`config.mk`:
```
export PLATFORM = sky130hd
export DESIGN_NAME = pic_irq_core
export DESIGN_NICKNAME = d
export VERILOG_FILES = /design/src/rtl/pic_irq_core.sv
export SDC_FILE = /design/constraint.sdc
export NUM_CORES = 1
export LEC_CHECK = 0
export BUFFER_PORTS_ARGS = -buffer_cell sky130_fd_sc_hd__buf_2
export CAP_MARGIN = 10
export CORE_MARGIN = 4
export CORE_UTILIZATION = 53
export CTS_CLUSTER_DIAMETER = 200
export CTS_CLUSTER_SIZE = 10
export DETAILED_ROUTE_END_ITERATION = 10
export GPL_TIMING_DRIVEN = 0
export PLACE_DENSITY = 0.76
export SLEW_MARGIN = 20
export SYNTH_ARGS = -nofsm -noshare
export SYNTH_HDL_FRONTEND = slang
export SYNTH_SLANG_ARGS = --single-unit
```
`constraint.sdc`:
```
create_clock -name clock -period 3.9 [get_ports clock]
set_clock_uncertainty 0.15 [all_clocks]
set_input_delay 0.195 -clock clock [delete_from_list [all_inputs] [get_ports clock]]
set_output_delay 0.195 -clock clock [all_outputs]
set_load 0.01 [all_outputs]
```
`src/rtl/pic_irq_core.sv`:
```
// ---------------------------------------------------------------------------
// pic_irq_core
//
// Purpose:
//   Clocked, parametrised interrupt controller core in the style of the 8259.
//   Holds the request (IRR), in-service (ISR) and mask (IMR) registers, a
//   fully nested priority resolver with rotation, and a two-strobe INTA
//   acknowledge FSM that returns a vector.
//
// Ports:
//   clock, reset          system clock, asynchronous active-high reset
//   irq_in                raw request lines (already synchronous to clock)
//   cfg_write, cfg_*      init strobe plus trigger mode / AEOI / auto-rotate /
//                         vector base, latched on cfg_write
//   mask_write, mask_data IMR load
//   eoi_valid, eoi_cmd,   EOI / rotate / set-priority commands
//   eoi_level
//   inta_strobe           one pulse per CPU INTA edge
//   int_out               interrupt request to the CPU
//   vector_valid,         one-cycle vector pulse and its value
//   vector_out
//   irr_out, isr_out,     register status
//   imr_out
// ---------------------------------------------------------------------------
module pic_irq_core #(
  parameter int  NUM_IRQ   = 8,
  parameter int  VEC_WIDTH = 8,
  localparam int IDX_W     = $clog2(NUM_IRQ)
) (
  input  logic                 clock,
  input  logic                 reset,
  input  logic [NUM_IRQ-1:0]   irq_in,
  input  logic                 cfg_write,
  input  logic                 cfg_level,
  input  logic                 cfg_aeoi,
  input  logic                 cfg_auto_rotate,
  input  logic [VEC_WIDTH-1:0] cfg_vector_base,
  input  logic                 mask_write,
  input  logic [NUM_IRQ-1:0]   mask_data,
  input  logic                 eoi_valid,
  input  logic [1:0]           eoi_cmd,
  input  logic [IDX_W-1:0]     eoi_level,
  input  logic                 inta_strobe,
  output logic                 int_out,
  output logic                 vector_valid,
  output logic [VEC_WIDTH-1:0] vector_out,
  output logic [NUM_IRQ-1:0]   irr_out,
  output logic [NUM_IRQ-1:0]   isr_out,
  output logic [NUM_IRQ-1:0]   imr_out
);

  typedef enum logic [1:0] {
    IDLE = 2'd0,
    ACK1 = 2'd1,
    ACK2 = 2'd2
  } state_e;

  state_e               r_state, w_stateNext;

  logic [NUM_IRQ-1:0]   r_irr, r_isr, r_imr, r_irqPrev;
  logic [IDX_W-1:0]     r_rotateBase, r_ackIdx;
  logic                 r_spurious;
  logic                 r_level, r_aeoi, r_autoRotate;
  logic [VEC_WIDTH-1:0] r_vectorBase;
  logic                 r_intOut, r_vectorValid;
  logic [VEC_WIDTH-1:0] r_vectorOut;

  logic [NUM_IRQ-1:0]   w_pending;
  logic                 w_winValid, w_isrValid;
  logic [IDX_W-1:0]     w_winIdx, w_isrIdx;
  int                   w_ch;
  logic [IDX_W-1:0]     w_chIdx;

  logic [NUM_IRQ-1:0]   w_irrNext, w_isrNext, w_imrNext;
  logic [IDX_W-1:0]     w_rotateNext, w_ackIdxNext;
  logic                 w_spuriousNext, w_intNext, w_vvNext;
  logic [VEC_WIDTH-1:0] w_voutNext;

  assign w_pending = r_irr & ~r_imr;

  // Priority resolver. Channels are scanned from highest priority
  // (rotate_base+1) downwards. The first ISR bit met is the in-service level;
  // a pending request only wins if it is met before any ISR bit, which gives
  // the fully nested behaviour. The ISR scan continues past a winner so that
  // non-specific EOI always sees the highest in-service channel.
  always_comb begin : resolver
    w_winValid = 1'b0;
    w_winIdx   = '0;
    w_isrValid = 1'b0;
    w_isrIdx   = '0;
    w_ch       = 0;
    w_chIdx    = '0;
    for (int k = 0; k < NUM_IRQ; k++) begin
      w_ch    = (int'(r_rotateBase) + 1 + k) % NUM_IRQ;
      w_chIdx = IDX_W'(w_ch);
      if (r_isr[w_chIdx] && !w_isrValid) begin
        w_isrValid = 1'b1;
        w_isrIdx   = w_chIdx;
      end else if (w_pending[w_chIdx] && !w_isrValid && !w_winValid) begin
        w_winValid = 1'b1;
        w_winIdx   = w_chIdx;
      end
    end
  end

  // Next-state logic for the acknowledge FSM and all controller registers.
  // EOI commands are applied first and the ACK1 grant last, so when both touch
  // the same ISR bit in one cycle the grant (set) wins.
  always_comb begin : nextState
    w_stateNext    = r_state;
    w_irrNext      = r_level ? irq_in : (r_irr | (irq_in & ~r_irqPrev));
    w_isrNext      = r_isr;
    w_imrNext      = mask_write ? mask_data : r_imr;
    w_rotateNext   = r_rotateBase;
    w_ackIdxNext   = r_ackIdx;
    w_spuriousNext = r_spurious;
    w_intNext      = 1'b0;
    w_vvNext       = 1'b0;
    w_voutNext     = r_vectorOut;

    if (eoi_valid) begin
      case (eoi_cmd)
        2'b00: begin
          if (w_isrValid) w_isrNext[w_isrIdx] = 1'b0;
        end
        2'b01: begin
          if (int'(eoi_level) < NUM_IRQ) w_isrNext[eoi_level] = 1'b0;
        end
        2'b10: begin
          if (w_isrValid) begin
            w_isrNext[w_isrIdx] = 1'b0;
            w_rotateNext        = w_isrIdx;
          end
        end
        default: begin
          if (int'(eoi_level) < NUM_IRQ) w_rotateNext = eoi_level;
        end
      endcase
    end

    case (r_state)
      IDLE: begin
        w_intNext = w_winValid;
        if (inta_strobe) begin
          w_stateNext    = ACK1;
          w_intNext      = 1'b0;
          w_spuriousNext = !w_winValid;
          // With no winner the ack is spurious: report the lowest default
          // channel and leave IRR/ISR alone.
          if (w_winValid) begin
            w_ackIdxNext          = w_winIdx;
            w_isrNext[w_winIdx]   = 1'b1;
            w_irrNext[w_winIdx]   = 1'b0;
          end else begin
            w_ackIdxNext = IDX_W'(NUM_IRQ - 1);
          end
        end
      end
      ACK1: begin
        if (inta_strobe) begin
          w_voutNext  = r_vectorBase + VEC_WIDTH'(r_ackIdx);
          w_vvNext    = 1'b1;
          w_stateNext = ACK2;
          if (r_aeoi && !r_spurious) w_isrNext[r_ackIdx] = 1'b0;
          if (r_aeoi && r_autoRotate) w_rotateNext = r_ackIdx;
        end
      end
      ACK2: begin
        w_stateNext = IDLE;
      end
      default: begin
        w_stateNext = IDLE;
      end
    endcase
  end

  // State register. cfg_write re-initialises exactly like reset (aborting any
  // acknowledge in progress) and additionally latches the new configuration.
  always_ff @(posedge clock or posedge reset) begin
    if (reset) begin
      r_state       <= IDLE;
      r_irr         <= '0;
      r_isr         <= '0;
      r_imr         <= '1;
      r_irqPrev     <= '0;
      r_rotateBase  <= IDX_W'(NUM_IRQ - 1);
      r_ackIdx      <= '0;
      r_spurious    <= 1'b0;
      r_intOut      <= 1'b0;
      r_vectorValid <= 1'b0;
      r_vectorOut   <= '0;
      r_level       <= 1'b0;
      r_aeoi        <= 1'b0;
      r_autoRotate  <= 1'b0;
      r_vectorBase  <= '0;
    end else if (cfg_write) begin
      r_state       <= IDLE;
      r_irr         <= '0;
      r_isr         <= '0;
      r_imr         <= '1;
      r_irqPrev     <= '0;
      r_rotateBase  <= IDX_W'(NUM_IRQ - 1);
      r_ackIdx      <= '0;
      r_spurious    <= 1'b0;
      r_intOut      <= 1'b0;
      r_vectorValid <= 1'b0;
      r_vectorOut   <= '0;
      r_level       <= cfg_level;
      r_aeoi        <= cfg_aeoi;
      r_autoRotate  <= cfg_auto_rotate;
      r_vectorBase  <= cfg_vector_base;
    end else begin
      r_state       <= w_stateNext;
      r_irr         <= w_irrNext;
      r_isr         <= w_isrNext;
      r_imr         <= w_imrNext;
      r_irqPrev     <= irq_in;
      r_rotateBase  <= w_rotateNext;
      r_ackIdx      <= w_ackIdxNext;
      r_spurious    <= w_spuriousNext;
      r_intOut      <= w_intNext;
      r_vectorValid <= w_vvNext;
      r_vectorOut   <= w_voutNext;
    end
  end

  assign int_out      = r_intOut;
  assign vector_valid = r_vectorValid;
  assign vector_out   = r_vectorOut;
  assign irr_out      = r_irr;
  assign isr_out      = r_isr;
  assign imr_out      = r_imr;

endmodule

```
==> metrics.md <==
| Metric | Value |
|---|---|
| Status | finished, violations left |
| Failing checks | negative setup slack |
| Total grt overflow | 0 |
| Register area share after synthesis | a little under a third |
| I/O pins | slightly above 70 |
| DR vias | a little over 5000 |
| Antenna diode count | 0 |
| Drt pass-1 iters | 5 |
| Layout cells sized above 1 | between 40 and 50% |
| Starting Density | a little under three fifths |
| Multi-input logic area | 3650 um^2 |
| Port Buffer Count | 70 |
| Area Overhead vs Synth | 45.5% |
| Worst r2r dst | isr_out[7] |
| Final nets | just over 700 |
| Clock sinks | 62 |
| Routability congestion estimate | ~0.94 |
| Distinct cell type count after synthesis | 83 |
| Core box area | about 9000 um^2 |
| Crit path buffers/inverters | 7 |
| Worst setup SP type | flop |
| Root Buffer | clkbuf_8 |
| Vias in the first global route | ~5100 |
| Fraction of registers with async set/reset | between 90% and 100% |
| Antenna Nets Post-Route | 0 |
| Final critical path time including I/O delays and setup | ~4 ns |
| Setup tns final | -0.329 ns |
| CTS tree | yes |
| Worst-Margin Slew | about 0.7 ns |
| Clk buf depth | 2 |
| Setup-failing EPs final | 9 |
| Hold slack | 0.0243 ns |
| Clk_lat worst skew | about 0.34 ns |
| Worst path top cell family by delay | simple AND/OR/NAND/NOR gates |
| H-tree depth | 3 |
| VDD IR max | ~0.00034 V |
| Initial antenna violation count | 0 |
| Hold Path Class | in -> reg |
| DRC Markers | 0 |
| First-pass GRT wire length | approximately 26000 um |
| Max-Cap Viols | 0 |
| Mapped Cells | about 500 |
| CP max stage delay | between 0.5 and 0.6 ns |
| Post-synth EDFFs | 0 |
| Reg-to-reg slack, setup | -0.08 ns |
| Worst path required time | around 4 ns |
| DRT Wirelength | ~17000 um |
| Crit path max-delay cell type | dfstp_2 |
| Placed cell area | roughly 5500 um^2 |
| Pwr dens | just under 600 nW/um^2 |
| Reg2reg start | r_rotateBase[0] |
| Die X | 104 um |
| Total CTS buffers | 9 |
| Final WS setup | -0.0840 ns |
| Period utilization | 102% |
| Area leader, netlist | dfrtp_1 |
| Count of state elements after synthesis | 62 |
| Row count | 34 |
| Reg2reg path depth | 17 |
| RSZ-0062 raised after global routing | true |
| Fillers | between 500 and 600 |
| Top cell type's share of synthesized area | 26.0% |
| HPWL after detailed placement | 10800 um |
| Crit Path Max Fanout | 5 |
| Reg clk slew, reported paths | roughly 0.080 ns |
| Die H | roughly 100 um |
| Mapped Area | a little under 5000 um^2 |
| CP Depth | 17 |
| Syn nets | 543 |
| Routed length per instance | ~22 um |
| WS Path Type | reg -> reg |
| Fin. max-slew vios | 0 |
| Crit path top cell by count | buf_4 |
| Design area | between 7000 and 8000 um^2 |
| Critical-path cell list | buf_8 -> inv_8 -> ha_4 -> buf_6 -> mux4_2 -> buf_6 -> buf_4 -> nor4_4 -> o41a_1 -> and3_4 -> nand2_2 -> o211ai_1 -> buf_4 -> a211oi_4 -> buf_4 -> nor4_4 -> o21a_1 |
| Crit end category | flop |
| Crit path capture | isr_out[7] |
| CP arrival | just over 4 ns |
| Largest net degree at the start of global routing | just over 50 |
| Via density | around 6.5 |
| Leakage | 0.00298 uW |
| Register area | about 1600 um^2 |
| Syn. warnings | 0 |
| Worst Setup SP | r_rotateBase[0] |
| Syn avg cell area | approximately 10 um^2 |
| Fmax | around 0.25 GHz |
| Die area | ~11000 um^2 |
| Synth Flop Type | dfrtp_1 |
| Final-report hold violation count | 0 |
| Top post-synthesis cells by area | dfrtp_1 (26%), mux4_2 (8.7%), dfstp_2 (5.9%) |
| Drt initial violations | around 450 |
| Max-slew headroom | roughly half |
| Total GRT Usage | 30.0% |
[state kept, by name, summed over array words and instances (netlist names)]
| register | count |
|---|---|
| r_state | 2 |
| irr_out | 8 |
| isr_out | 8 |
| int_out | 1 |
| r_spurious | 1 |
| vector_valid | 1 |
| r_ackIdx | 3 |
| r_aeoi | 1 |
| r_vectorBase | 8 |
| r_autoRotate | 1 |
| imr_out | 8 |
| r_level | 1 |
| r_rotateBase | 3 |
| r_irqPrev | 8 |
| vector_out | 8 |
[logic make-up (layout without fill, tap and decap cells)]
group / count (synthesis) / in the layout / share of synthesized area, %
AOI/OAI and AO/OA: 127 / 127 / 19.9
xor gates and xnor gates: 12 / 12 / 3.06
adders and majority gates: 6 / 6 / 1.68
buffers and inverters: 47 / 229 / 4.49
DFF: 62 / 62 / 31.9
muxes: 54 / 54 / 16.3
and+or+nand+nor: 191 / 191 / 22.7
[how the worst min path moves through the flow]
stage | startpoint | endpoint | slack, ns | cells past startpoint
2_1_floorplan | cfg_level | r_level | 0.17 | 2
3_3_place_gp | mask_data[4] | imr_out[4] | 0.26 | 2
3_5_place_dp | reset | r_irqPrev[5] | -0.02 | 2
4_1_cts | inta_strobe | r_state[0] | 0.004 | 3
5_1_grt | inta_strobe | int_out | 0.03 | 3
6_report | inta_strobe | int_out | 0.02 | 3
[routing by layer]
layer	GRT usage [%]	wire (um)	vias to the layer above
met1	37.1	6680	2506
met3	4.66	1200	69
met5	0	0	-
met2	52.2	8730	282
li1	-	-	2269
met4	12.2	700	0
[worst reg2reg max path: cells and delay by family (launching register included)]
family / cells / cell delay (ns)
DFF: 1 / 0.55
muxes: 1 / 0.35
adders and majority gates: 1 / 0.28
and+or+nand+nor: 4 / 1.00
AOI/OAI and AO/OA: 4 / 0.66
buffers and inverters: 7 / 0.91
[synth_stat cells, types with 3 or more instances]
cell / count
a221oi_1: 8
a21oi_1: 21
nand3b_1: 4
inv_1: 14
dfrtp_1: 51
and3_1: 5
nor2_1: 36
nor4_1: 7
a311oi_1: 3
o22ai_1: 3
buf_1: 4
mux2i_1: 19
nand2b_1: 16
o21ai_0: 16
mux2_2: 16
nor3b_1: 6
o21ai_1: 5
a211oi_1: 9
nand4b_1: 4
nand4_1: 4
xor2_1: 3
a31oi_1: 7
nor3_1: 12
a21boi_0: 3
a221oi_2: 3
mux4_2: 19
buf_4: 3
o211ai_1: 4
o311ai_0: 3
nor4_2: 6
ha_1: 5
buf_6: 3
o21a_1: 6
xnor2_1: 5
clkbuf_1: 13
nand3_1: 12
buf_2: 8
nor2b_1: 27
a211o_1: 10
nand2_1: 32
dfstp_2: 11
[layout make-up]
| class | count | area share (%) |
|---|---|---|
| multi-input cells | 390 | 51.1 |
| repair buffers | 170 | 18.6 |
| clock inverters | 4 | 0.456 |
| inverters | 16 | 0.982 |
| well taps | 108 | 1.89 |
| flip-flops and latches | 62 | 21.9 |
| plain buffers | 27 | 2.95 |
| clock buffers | 12 | 2.03 |
[through the flow]
stage / utilization, % / total power, uW / setup WS, ns / instances
floorplan: - / 2020 / -0.00610 / 499
global placement: 62.2 / 2400 / -0.651 / 677
detailed placement: 62.5 / 2450 / -0.793 / 678
CTS: 76.5 / 3690 / -0.222 / 764
global route: 80.6 / 4350 / -0.207 / 789
finish: 80.6 / 4180 / -0.0840 / 789
[timing repair]
| action | CTS | global route |
|---|---|---|
| hold buffers | 28 | 0 |
| buffers inserted | 43 | 28 |
| gates resized for setup | 71 | 35 |
| pin swaps | 26 | 29 |
| gates cloned | 2 | 0 |
| endpoints found under the hold margin | 84 | 0 |
| setup endpoints to repair | 24 | 22 |
[layout by cell type (no fill, tap or decap), types with 4 or more instances in the layout]
cell type	instances
nand3b_1	4
nor2_1	35
o211ai_1	4
mux4_2	19
nand4b_1	4
nor3b_1	6
dfstp_2	11
a221oi_1	7
buf_2	71
nand4_1	4
buf_8	6
clkbuf_8	10
a31oi_1	6
nor3_1	10
buf_4	60
nor2b_1	25
dlygate4sd3_1	28
nor4_4	11
nand2b_1	16
a211o_1	9
a21oi_1	19
nand3_4	4
nand2_1	30
buf_6	6
mux2i_1	13
o21a_1	5
a211oi_1	9
dfrtp_1	51
mux2_2	14
ha_1	4
clkbuf_1	12
nand3_1	9
and3_1	4
o21ai_0	15
xnor2_1	5
buf_12	7
o21ai_1	5
inv_1	12
[report_power, final]
| group | internal (uW) | switching, uW | total, uW |
|---|---|---|---|
| clock | 251 | 265 | 516 |
| combinational | 1360 | 1520 | 2880 |
| sequential | 714 | 77.6 | 791 |
Note: power is estimated with default switching activity, not from simulation.
